===== src/rtl/ps2_host_tx.sv =====
// PS/2 host-to-device transmitter.
// Sends one command byte to a PS/2 device: inhibits the clock, issues a
// request-to-send, shifts 8 data bits, odd parity and stop on the
// device-generated clock, then checks the device acknowledge.
module ps2_host_tx #(
  parameter int INHIBIT_CYCLES = 3500,
  parameter int TIMEOUT_CYCLES = 420000,
  parameter int FILTER         = 4
) (
  input  logic       clk,
  input  logic       reset,
  input  logic       ps2clk_in,
  input  logic       ps2data_in,
  output logic       ps2clk_oe,
  output logic       ps2data_oe,
  input  logic [7:0] tx_data,
  input  logic       tx_start,
  output logic       busy,
  output logic       done,
  output logic       error
);

  localparam int TW = $clog2(TIMEOUT_CYCLES + 1);
  localparam int FW = $clog2(FILTER + 1);

  localparam logic [TW-1:0] INH_LAST = TW'(INHIBIT_CYCLES - 1);
  localparam logic [TW-1:0] TMO_LAST = TW'(TIMEOUT_CYCLES - 1);
  localparam logic [FW-1:0] FLT_LAST = FW'(FILTER - 1);
  localparam logic [3:0]    BIT_LAST = 4'd11;

  typedef enum logic [2:0] {
    S_IDLE,
    S_INHIBIT,
    S_REQUEST,
    S_SHIFT,
    S_ACK,
    S_WAITIDLE
  } state_t;

  state_t          state_q;
  logic            clk_meta_q, clk_sync_q;
  logic            dat_meta_q, dat_sync_q;
  logic            clk_filt_q, clk_filt_d;
  logic            clk_prev_q;
  logic [FW-1:0]   filt_cnt_q, filt_cnt_d;
  logic [TW-1:0]   timer_q;
  logic [3:0]      bit_cnt_q;
  logic [7:0]      data_q;
  logic            parity_q;
  logic            fall;

  // Two-flop synchronisers for both raw PS/2 lines; idle level is high.
  // NOTE: sequential state uses non-blocking assignments so every flop samples pre-edge values.
  always_ff @(posedge clk) begin
    if (reset) begin
      clk_meta_q <= 1'b1;
      clk_sync_q <= 1'b1;
      dat_meta_q <= 1'b1;
      dat_sync_q <= 1'b1;
    end else begin
      clk_meta_q <= ps2clk_in;
      clk_sync_q <= clk_meta_q;
      dat_meta_q <= ps2data_in;
      dat_sync_q <= dat_meta_q;
    end
  end

  // Glitch filter: accept a new clock level only after FILTER equal samples.
  // NOTE: defaults assigned first so no path through this block infers a latch.
  always_comb begin
    clk_filt_d = clk_filt_q;
    filt_cnt_d = '0;
    if (clk_sync_q != clk_filt_q) begin
      if (filt_cnt_q == FLT_LAST) begin
        clk_filt_d = clk_sync_q;
      end else begin
        filt_cnt_d = filt_cnt_q + 1'b1;
      end
    end
  end

  // Filtered clock level, its previous value and the sample counter.
  always_ff @(posedge clk) begin
    if (reset) begin
      clk_filt_q <= 1'b1;
      clk_prev_q <= 1'b1;
      filt_cnt_q <= '0;
    end else begin
      clk_filt_q <= clk_filt_d;
      clk_prev_q <= clk_filt_q;
      filt_cnt_q <= filt_cnt_d;
    end
  end

  // One-cycle strobe on each filtered 1->0 transition of the PS/2 clock.
  assign fall = clk_prev_q & ~clk_filt_q;

  // Transaction FSM with registered line drivers and status outputs.
  always_ff @(posedge clk) begin
    if (reset) begin
      state_q    <= S_IDLE;
      timer_q    <= '0;
      bit_cnt_q  <= '0;
      data_q     <= '0;
      parity_q   <= 1'b0;
      ps2clk_oe  <= 1'b0;
      ps2data_oe <= 1'b0;
      busy       <= 1'b0;
      done       <= 1'b0;
      error      <= 1'b0;
    end else begin
      done <= 1'b0;
      if (state_q != S_IDLE && timer_q == TMO_LAST) begin
        // Whole-transaction watchdog: abandon the frame and free the bus.
        state_q    <= S_IDLE;
        ps2clk_oe  <= 1'b0;
        ps2data_oe <= 1'b0;
        busy       <= 1'b0;
        done       <= 1'b1;
        error      <= 1'b1;
      end else begin
        if (state_q != S_IDLE) timer_q <= timer_q + 1'b1;
        case (state_q)
          S_IDLE: begin
            // A start coinciding with the done pulse is deferred one cycle.
            if (tx_start && !done) begin
              data_q     <= tx_data;
              parity_q   <= ~^tx_data;
              timer_q    <= '0;
              bit_cnt_q  <= '0;
              busy       <= 1'b1;
              error      <= 1'b0;
              ps2clk_oe  <= 1'b1;
              ps2data_oe <= 1'b0;
              state_q    <= S_INHIBIT;
            end
          end
          S_INHIBIT: begin
            if (timer_q == INH_LAST) begin
              ps2clk_oe  <= 1'b0;
              ps2data_oe <= 1'b1;
              bit_cnt_q  <= '0;
              state_q    <= S_REQUEST;
            end
          end
          S_REQUEST: begin
            state_q <= S_SHIFT;
          end
          S_SHIFT: begin
            if (fall) begin
              if (bit_cnt_q != BIT_LAST) bit_cnt_q <= bit_cnt_q + 1'b1;
              // bit_cnt_q holds the edge number minus one.
              case (bit_cnt_q)
                4'd8: ps2data_oe <= ~parity_q;
                4'd9: begin
                  ps2data_oe <= 1'b0;
                  state_q    <= S_ACK;
                end
                default: ps2data_oe <= ~data_q[bit_cnt_q[2:0]];
              endcase
            end
          end
          S_ACK: begin
            if (fall) begin
              bit_cnt_q <= BIT_LAST;
              error     <= dat_sync_q;
              state_q   <= S_WAITIDLE;
            end
          end
          S_WAITIDLE: begin
            if (clk_filt_q && dat_sync_q) begin
              done    <= 1'b1;
              busy    <= 1'b0;
              state_q <= S_IDLE;
            end
          end
          default: state_q <= S_IDLE;
        endcase
      end
    end
  end

endmodule


===== config.mk =====
export PLATFORM = sky130hd
export DESIGN_NAME = ps2_host_tx
export DESIGN_NICKNAME = d
export VERILOG_FILES = /design/src/rtl/ps2_host_tx.sv
export SDC_FILE = /design/constraint.sdc
export NUM_CORES = 1
export LEC_CHECK = 0
export ABC_AREA = 1
export CAP_MARGIN = 0
export CORE_MARGIN = 5
export CORE_UTILIZATION = 55
export CTS_CLUSTER_SIZE = 28
export DETAILED_ROUTE_END_ITERATION = 6
export GPL_TIMING_DRIVEN = 1
export PLACE_DENSITY = 0.81
export SETUP_SLACK_MARGIN = 0.3
export SLEW_MARGIN = 15
export SYNTH_ARGS = -nofsm -noshare
export SYNTH_HDL_FRONTEND = slang
export SYNTH_SLANG_ARGS = --single-unit

===== constraint.sdc =====
create_clock -name clk -period 2 [get_ports clk]
set_input_delay 0.4 -clock clk [delete_from_list [all_inputs] [get_ports clk]]
set_output_delay 0.4 -clock clk [all_outputs]
set_load 0.005 [all_outputs]

==> impl_metrics.tcl, run 1 <==
set metrics [dict create \
    clockBufferDepth 2 \
    via_count 2647 \
    setup-violations-final 0 \
    status "finished clean" \
    synth_flop_cell "dfxtp_1" \
    arrival_ns 1.85 \
    ioPinCount 18 \
    die_area_um2 6281 \
    synth_nets 414 \
    leakage_nw 1.250 \
    fin_crit_ns 1.659 \
    grt_pass1_wl_mm 10.67 \
    portBuffers 17 \
    insertion_delay_ns 0.31 \
    postSynthAreaPerCell_um2 6.677 \
    syn_inst 395 \
    synth_seq_cells 49 \
    path_clk_slew_ns 0.10 \
    drt-wirelength-per-cell_um 13.35 \
    synth_warnings 0 \
    grt_pass1_vias 2468 \
    die_w_um 79.25 \
    ant_nets 0 \
    cts_hold_buf 0 \
    holdPathStages 1 \
    finalHoldViolations 0 \
    grt_max_degree 20 \
    rsz0062_at_grt "true" \
    wl_met2_mm 3.192 \
    h-tree-depth 2 \
    cp-end-kind "register" \
    std_cell_rows 25 \
    start_util 0.5621 \
    finalCritPeriodShare 0.8295 \
    skew_ns 0.01162 \
    cp-start-kind "register" \
    wl_met1_mm 2.689 \
    crit_type "reg2reg" \
    p_per_area_nw_per_um2 938.2 \
    gp_congestion 0.8733 \
    final.setup.tns_ns 0 \
    antenna_found_initial 0 \
    fmax_ghz 0.6028 \
    cts_root_buf "clkbuf_8" \
    highest_layer "met4" \
    synth_largest_area_cell "dfxtp_1" \
    hold_path_class "reg2reg" \
    vias_per_cell 5.503 \
    hpwl_mm 4.411 \
    wl_met3_um 390 \
    die_y_um 79.25 \
    area_delta_synth_final_pct 18.12 \
    tightest_slew_ns 0.4672 \
    cap_violations 0 \
    drt_iter0_drc 202 \
    final_core_utilization 0.6640 \
    num_antenna_cells 0 \
    crit_required_ns 2.19 \
    synth_enable_flop_cells 0 \
    grt-ovfl-total 0 \
    layout.nets 445 \
    r2r_cells 8 \
    cts_tree "built" \
    routed_wl_mm 6.420 \
    yosysTopAreaCellShare 0.3719 \
    drive_gt1_frac 0.1616 \
    slew_violations 0 \
    synth.cell_area_um2 2638 \
    cts-buffers-inserted 5 \
    maxSlewHeadroom 0.6882 \
    synth.area.top_cells "dfxtp_1 (37%), nand2_1 (12%), nor2_1 (10%)" \
    synth_seq_area_share 0.3719 \
    cp_max_fo 8 \
    max-vdd-ir-drop_uv 478.7 \
    ys_types 33 \
    drc 0 \
    first_pass_iters 5 \
    clock-sinks 49 \
    track_usage 0.2111 \
    core_um2 4692 \
    whs_ns 0.4261 \
    synthArstFlopShare 0 \
]
[synthesized netlist by cell type, types with 3 or more instances]
library cell / instances
a21oi_1: 27
clkbuf_1: 5
dfxtp_1: 49
ha_1: 6
inv_1: 40
inv_2: 3
nand2_1: 83
nand2_2: 3
nand3_1: 23
nand4_1: 5
nor2_1: 73
nor2_2: 3
nor2_4: 4
nor3_1: 11
o21ai_0: 27
or2_2: 5
xnor2_1: 7
[report_power, final]
group / total, W / internal [W] / switching [W]
sequential: 0.00122 / 0.00112 / 0.000105
combinational: 0.00108 / 0.000420 / 0.000656
clock: 0.000624 / 0.000281 / 0.000343
total: 0.00292 / 0.00182 / 0.00110
[cells by family (layout without fill, tap and decap cells)]
kind of cell	count (synthesis)	in the layout	synth area share
and+or+nand+nor	213	213	0.3510
buffers and inverters	52	84	0.07970
DFF	49	49	0.3719
AOI/OAI and AO/OA	66	66	0.1390
xor gates and xnor gates	9	9	0.02989
adders and majority gates	6	6	0.02846
[layout by cell type, fill, tap and decap left out, drive strengths merged]
cell type / instances
o31ai: 2
nand3b: 1
xnor2: 7
dfxtp: 49
o21ai: 30
a21oi: 28
clkinv: 2
a21boi: 2
o22ai: 1
nand2: 86
ha: 6
nor2: 80
nand3: 24
inv: 44
nand4: 5
clkbuf: 6
buf: 15
a31oi: 1
nor3b: 1
clkdlybuf4s50: 17
xor2: 2
or2: 5
a211oi: 2
nor3: 11
[state kept, by name, summed over array words and instances, names as in the netlist]
name	count
dat_sync_q	1
done	1
error	1
filt_cnt_q	3
clk_meta_q	1
state_q	3
ps2clk_oe	1
parity_q	1
clk_prev_q	1
busy	1
data_q	8
bit_cnt_q	4
clk_sync_q	1
dat_meta_q	1
timer_q	19
clk_filt_q	1
ps2data_oe	1
[critical path, cell delays in order, from the launching register on]
cell and delay (ns):
dfxtp_2 0.35, ha_2 0.21, nand4_1 0.10, nor2_1 0.17, nand2_2 0.13, a21oi_4 0.28
nand2_2 0.13, nand2_1 0.10, a21oi_2 0.06
[path summary, 6_finish.rpt]
kind	startpoint	to	slack, ns
worst max-delay path	timer_q[1]$_SDFFE_PP0N_	bit_cnt_q[0]$_SDFFE_PP0P_	0.34
worst min register to register	dat_meta_q$_SDFF_PP1_	dat_sync_q$_SDFF_PP1_	0.43
worst max register to register	timer_q[1]$_SDFFE_PP0N_	bit_cnt_q[0]$_SDFFE_PP0P_	0.34
worst min-delay path	dat_meta_q$_SDFF_PP1_	dat_sync_q$_SDFF_PP1_	0.43
[routing by layer]
metal  up-vias  track usage
met4         0      0.09107
met5         -            0
li1       1327            -
met1      1206       0.2632
met2        97       0.3535
met3        17      0.04082
[metrics by stage]
| step | area (um2) | setup slack, ns | std cells | total power (W) |
|---|---|---|---|---|
| 6_report | 3115 | 0.3410 | 481 | 0.002923 |
| 3_5_place_dp | 2870 | 0.1520 | 463 | 0.002199 |
| 2_1_floorplan | 2638 | 0.4662 | 395 | 0.001942 |
| 4_1_cts | 3008 | 0.2880 | 475 | 0.002843 |
| 3_3_place_gp | 2870 | 0.1800 | 463 | 0.002182 |
| 5_1_grt | 3115 | 0.2408 | 481 | 0.003124 |
[cell type report]
| cell class | count | area, um2 |
|---|---|---|
| Clock buffer | 6 | 82.58 |
| Clock inverter | 2 | 13.76 |
| Fill cell | 404 | 1577 |
| Inverter | 44 | 167.7 |
| Multi-Input combinational cell | 294 | 1509 |
| Sequential cell | 49 | 988.4 |
| Tap cell | 54 | 67.56 |
| Timing Repair Buffer | 32 | 286.5 |
[timing repair]
| action | 4_1_cts | 5_1_grt |
|---|---|---|
| pin swaps | 3 | 8 |
| setup endpoints to repair | 15 | 33 |
| gates cloned | 0 | 0 |
| resized for setup | 3 | 24 |
| setup buffers | 4 | 6 |
Note: power is estimated with default switching activity, not from simulation.
==> inputs of run 2 (changes only) <==
Clock period 2 ns to 1.7 ns, I/O delays scaled along.
==> run 2 against run 1 <==
Maximum frequency up 0.18%; critical endpoint is now bit_cnt_q[3]$_SDFFE_PP0P_; total power up 40%; critical path depth up 2.
==> impl_metrics.tcl, run 2 (synthesized netlist as in run 1, its figures left out) <==
set metrics [dict create \
    cts_tree "built" \
    crit_required_ns 1.92 \
    drc 0 \
    finalCritPeriodShare 0.9742 \
    portBuffers 17 \
    finalHoldViolations 0 \
    largest_reg_flops 19 \
    clock-sinks 49 \
    routed_wl_mm 8.061 \
    status "finished clean" \
    crit_family "simple AND/OR/NAND/NOR gates" \
    gp_congestion 0.9138 \
    setup-violations-final 0 \
    dpl_cell_area_um2 2990 \
    maxSlewHeadroom 0.7581 \
    p_per_area_nw_per_um2 1112 \
    grt_pass1_vias 2672 \
    final_cell_mix "nand2_1 (63), nor2_1 (63), inv_1 (36)" \
    top_regs "timer_q (19), data_q (8), bit_cnt_q (4)" \
    slew_violations 0 \
    die_area_um2 6281 \
    via_count 2954 \
    top_register "timer_q" \
    dp_cells 471 \
    clockBufferDepth 2 \
    final_cells 509 \
    first_pass_iters 5 \
    leakage_nw 1.553 \
    drt-wirelength-per-cell_um 15.84 \
    cp_max_fo 5 \
    grt_pass1_wl_mm 11.60 \
    grt-ovfl-total 0 \
    grt_max_degree 23 \
    h-tree-depth 2 \
    antenna_found_initial 0 \
    critPathSlowestCell "dfxtp_1" \
    start_util 0.5621 \
    max-vdd-ir-drop_uv 664.5 \
    cp-end-kind "register" \
    critPathBufInv 0 \
    cts_root_buf "clkbuf_8" \
    cts-buffers-inserted 5 \
    path_clk_slew_ns 0.10 \
    tightest_slew_ns 0.3615 \
    die_y_um 79.25 \
    rsz0062_at_grt "true" \
    vias_per_cell 5.804 \
    hold_path_class "reg2reg" \
    drive_gt1_frac 0.3385 \
    critPathMaxStageDelay_ns 0.38 \
    track_usage 0.2315 \
    drt_iter0_drc 301 \
    dp_slack_ns -0.05662 \
    num_antenna_cells 0 \
    crit_type "reg2reg" \
    arrival_ns 1.88 \
    ioPinCount 18 \
    finish.instance_area_um2 3672 \
    cp-start-kind "register" \
    cp_cell_sequence "nor2_1 -> nand2_1 -> nor2_2 -> nand3_4 -> nor2_4 -> nor2_4 -> nand2_4 -> nand2_1 -> nand2_1 -> nor2_1" \
    fmax_ghz 0.6038 \
    hpwl_mm 4.469 \
    area_delta_synth_final_pct 39.23 \
    core_um2 4692 \
    fin_crit_ns 1.656 \
    path_common_cell "nand2_1" \
    die_w_um 79.25 \
    cap_violations 0 \
    ant_nets 0 \
    layout.nets 473 \
    std_cell_rows 25 \
    postLayoutSetupSlackWorst_ns 0.04394 \
    p_total_w 0.004083 \
    insertion_delay_ns 0.32 \
    skew_ns 0.008338 \
    cts_hold_buf 0 \
]
## run 2: cell count changes in the layout (fill, tap and decap cells not counted), sizes merged
cell,before,now
buf,15,42
clkinv,2,1
clkdlybuf4s50,17,12
clkinvlp,0,1
inv,44,45
dlygate4sd2,0,5
## run 2: path summary, 6_finish.rpt
check	from	end	slack, ns	depth (start not counted)
min	clk_meta_q$_SDFF_PP1_	clk_sync_q$_SDFF_PP1_	0.42	1
max	timer_q[16]$_SDFFE_PP0N_	bit_cnt_q[3]$_SDFFE_PP0P_	0.04	10
max reg2reg	timer_q[16]$_SDFFE_PP0N_	bit_cnt_q[3]$_SDFFE_PP0P_	0.04	10
min reg2reg	clk_meta_q$_SDFF_PP1_	clk_sync_q$_SDFF_PP1_	0.42	1
## run 2: cell type report
class | count | area, um2
multi-input combinational | 294 | 1747
fill | 309 | 1020
sequential | 49 | 1017
timing repair buffer | 60 | 568.0
inverter | 44 | 182.7
clock buffer | 5 | 68.82
tap | 54 | 67.56
clock inverter | 3 | 21.27
## run 2: repair_timing
item                                    4_1_cts  5_1_grt
endpoints found under the setup margin       45       40
gates cloned                                  0        1
pin swaps                                    21       43
setup buffers                                20        9
gates resized for setup                      57       70
## run 2: where the power goes
part	internal, W	switching [W]	leakage, nW
registers	0.00133	0.000119	0.411
clock network	0.000293	0.000432	0.0445
logic	0.000852	0.00105	1.10
total	0.00248	0.00161	1.55
## run 2: through the flow
step,util,hold slack [ns],setup TNS (ns)
after detailed placement,0.6373,0.4005,-0.3435
after global placement,0.6373,0.3928,-0.1155
final,0.7827,0.4191,0
after global routing,0.7827,0.4414,-0.001878
after CTS,0.7229,0.4251,0
after floorplan,-,0.3895,0
## run 2: per-layer routing
metal,routed length [um],global-route usage,part of all wire
met1,3186,0.2664,0.40
met5,0,0,0
met2,3902,0.4133,0.48
met3,549,0.04308,0.068
met4,423,0.1048,0.052
==> inputs of run 3 (changes only) <==
Settings changed: SKIP_CTS_REPAIR_TIMING from default to 1.
==> run 3 against run 2 <==
Critical path depth down 1; critical endpoint is now state_q[1]$_SDFFE_PP0P_; sequential share of layout area up 1.5 points; die area unchanged.
==> impl_metrics.tcl, run 3 (synthesized netlist as in run 1, its figures left out) <==
set metrics [dict create \
    cp-end-kind "register" \
    ant_nets 0 \
    p_per_area_nw_per_um2 1102 \
    rsz0062_at_grt "true" \
    leakage_nw 1.474 \
    rr_endpoint "state_q[1]$_SDFFE_PP0P_" \
    postLayoutSetupSlackWorst_ns 0.01162 \
    arrival_ns 1.94 \
    cts-buffers-inserted 5 \
    final_cells 497 \
    cts_tree "built" \
    cp-start-kind "register" \
    crit_type "reg2reg" \
    fmax_ghz 0.5923 \
    drc 0 \
    final_common_cell "nand2_1" \
    finish.instance_area_um2 3440 \
    critPathLaunch "timer_q[0]$_SDFFE_PP0N_" \
    largest_reg_flops 19 \
    grt_pass1_vias 2449 \
    top_register "timer_q" \
    layout.nets 461 \
    min_to "clk_sync_q$_SDFF_PP1_" \
    skew_ns 0.005645 \
    finalHoldViolations 0 \
    final_cell_mix "nand2_1 (72), nor2_1 (68), inv_1 (37)" \
    grt_pass1_wl_mm 10.51 \
    finalCritPeriodShare 0.9932 \
    routed_wl_mm 6.714 \
    r2r-start "timer_q[0]$_SDFFE_PP0N_" \
    ff2ff_setup_slack_ns 0.01 \
    area_delta_synth_final_pct 30.41 \
    dp_slack_ns -0.05662 \
    top_regs "timer_q (19), data_q (8), bit_cnt_q (4)" \
    max-vdd-ir-drop_uv 701.8 \
    crit_required_ns 1.95 \
    holdPathStages 1 \
    portBuffers 17 \
    die_area_um2 6281 \
    insertion_delay_ns 0.31 \
    status "finished clean" \
    cap_violations 0 \
    clockBufferDepth 2 \
    fin_crit_ns 1.688 \
    first_pass_iters 5 \
    die_w_um 79.25 \
    start_util 0.5621 \
    path_clk_slew_ns 0.09 \
    whs_ns 0.4190 \
    ioPinCount 18 \
    dpl_cell_area_um2 2990 \
    via_count 2760 \
    track_usage 0.2092 \
    gp_congestion 0.9138 \
    num_antenna_cells 0 \
    clock-sinks 49 \
    tightest_slew_ns 0.4081 \
    hold_path_class "reg2reg" \
    maxSlewHeadroom 0.7258 \
    grt-ovfl-total 0 \
    hpwl_mm 4.469 \
    core_um2 4692 \
    std_cell_rows 25 \
    antenna_found_initial 0 \
    drive_gt1_frac 0.2393 \
    die_y_um 79.25 \
    setup-violations-final 0 \
    r2r_cells 9 \
    vias_per_cell 5.553 \
    h-tree-depth 2 \
    cts_root_buf "clkbuf_8" \
    min_from "clk_meta_q$_SDFF_PP1_" \
    grt_max_degree 23 \
    drt_iter0_drc 236 \
    drt-wirelength-per-cell_um 13.51 \
    dp_cells 471 \
    slew_violations 0 \
    cp_max_fo 8 \
]
[run 3: critical path: stages, from the launching register on]
cell     delay, ns
dfxtp_4       0.38
ha_4          0.16
nand4_1       0.12
nor2_1        0.18
nand2_2       0.12
a21oi_4       0.32
nand2_2       0.13
nand2_2       0.08
nand2_1       0.06
nor2_1        0.07
[run 3: where the power goes]
part           switching, W  internal [W]
registers          0.000118       0.00133
logic              0.000906      0.000727
clock network      0.000419      0.000293
[run 3: how the worst max path moves through the flow]
| stage | to | slack, ns |
|---|---|---|
| 3_5_place_dp | state_q[0]$_SDFFE_PP0P_ | -0.06 |
| 4_1_cts | timer_q[3]$_SDFFE_PP0N_ | 0.04 |
| 5_1_grt | state_q[1]$_SDFFE_PP0P_ | -0.09 |
| 6_report | state_q[1]$_SDFFE_PP0P_ | 0.01 |
| 3_3_place_gp | state_q[1]$_SDFFE_PP0P_ | -0.03 |
| 2_1_floorplan | ps2clk_oe$_SDFFE_PP0P_ | 0.27 |
[run 3: per-stage QoR]
step / power, W / setup TNS, ns / utilization
2_1_floorplan: 0.002323 / 0 / -
3_3_place_gp: 0.002657 / -0.1155 / 0.6373
3_5_place_dp: 0.002686 / -0.3435 / 0.6373
4_1_cts: 0.003398 / 0 / 0.6565
5_1_grt: 0.004033 / -0.4147 / 0.7331
6_report: 0.003790 / 0 / 0.7331
[run 3: layout make-up]
type	instances	area (um2)
multi-input cells	294	1603
clock buffers	5	68.82
inverters	44	175.2
clock inverters	3	21.27
well taps	54	67.56
fillers	355	1252
flip-flops and latches	49	1005
repair buffers	48	499.2
[run 3: per-layer routing]
layer  up-vias  GRT usage  wire length, um
met2       107     0.3603             3312
met4         0    0.07904              170
met3        22    0.04535              403
li1       1374          -                -
met1      1257     0.2540             2827
met5         -          0                0
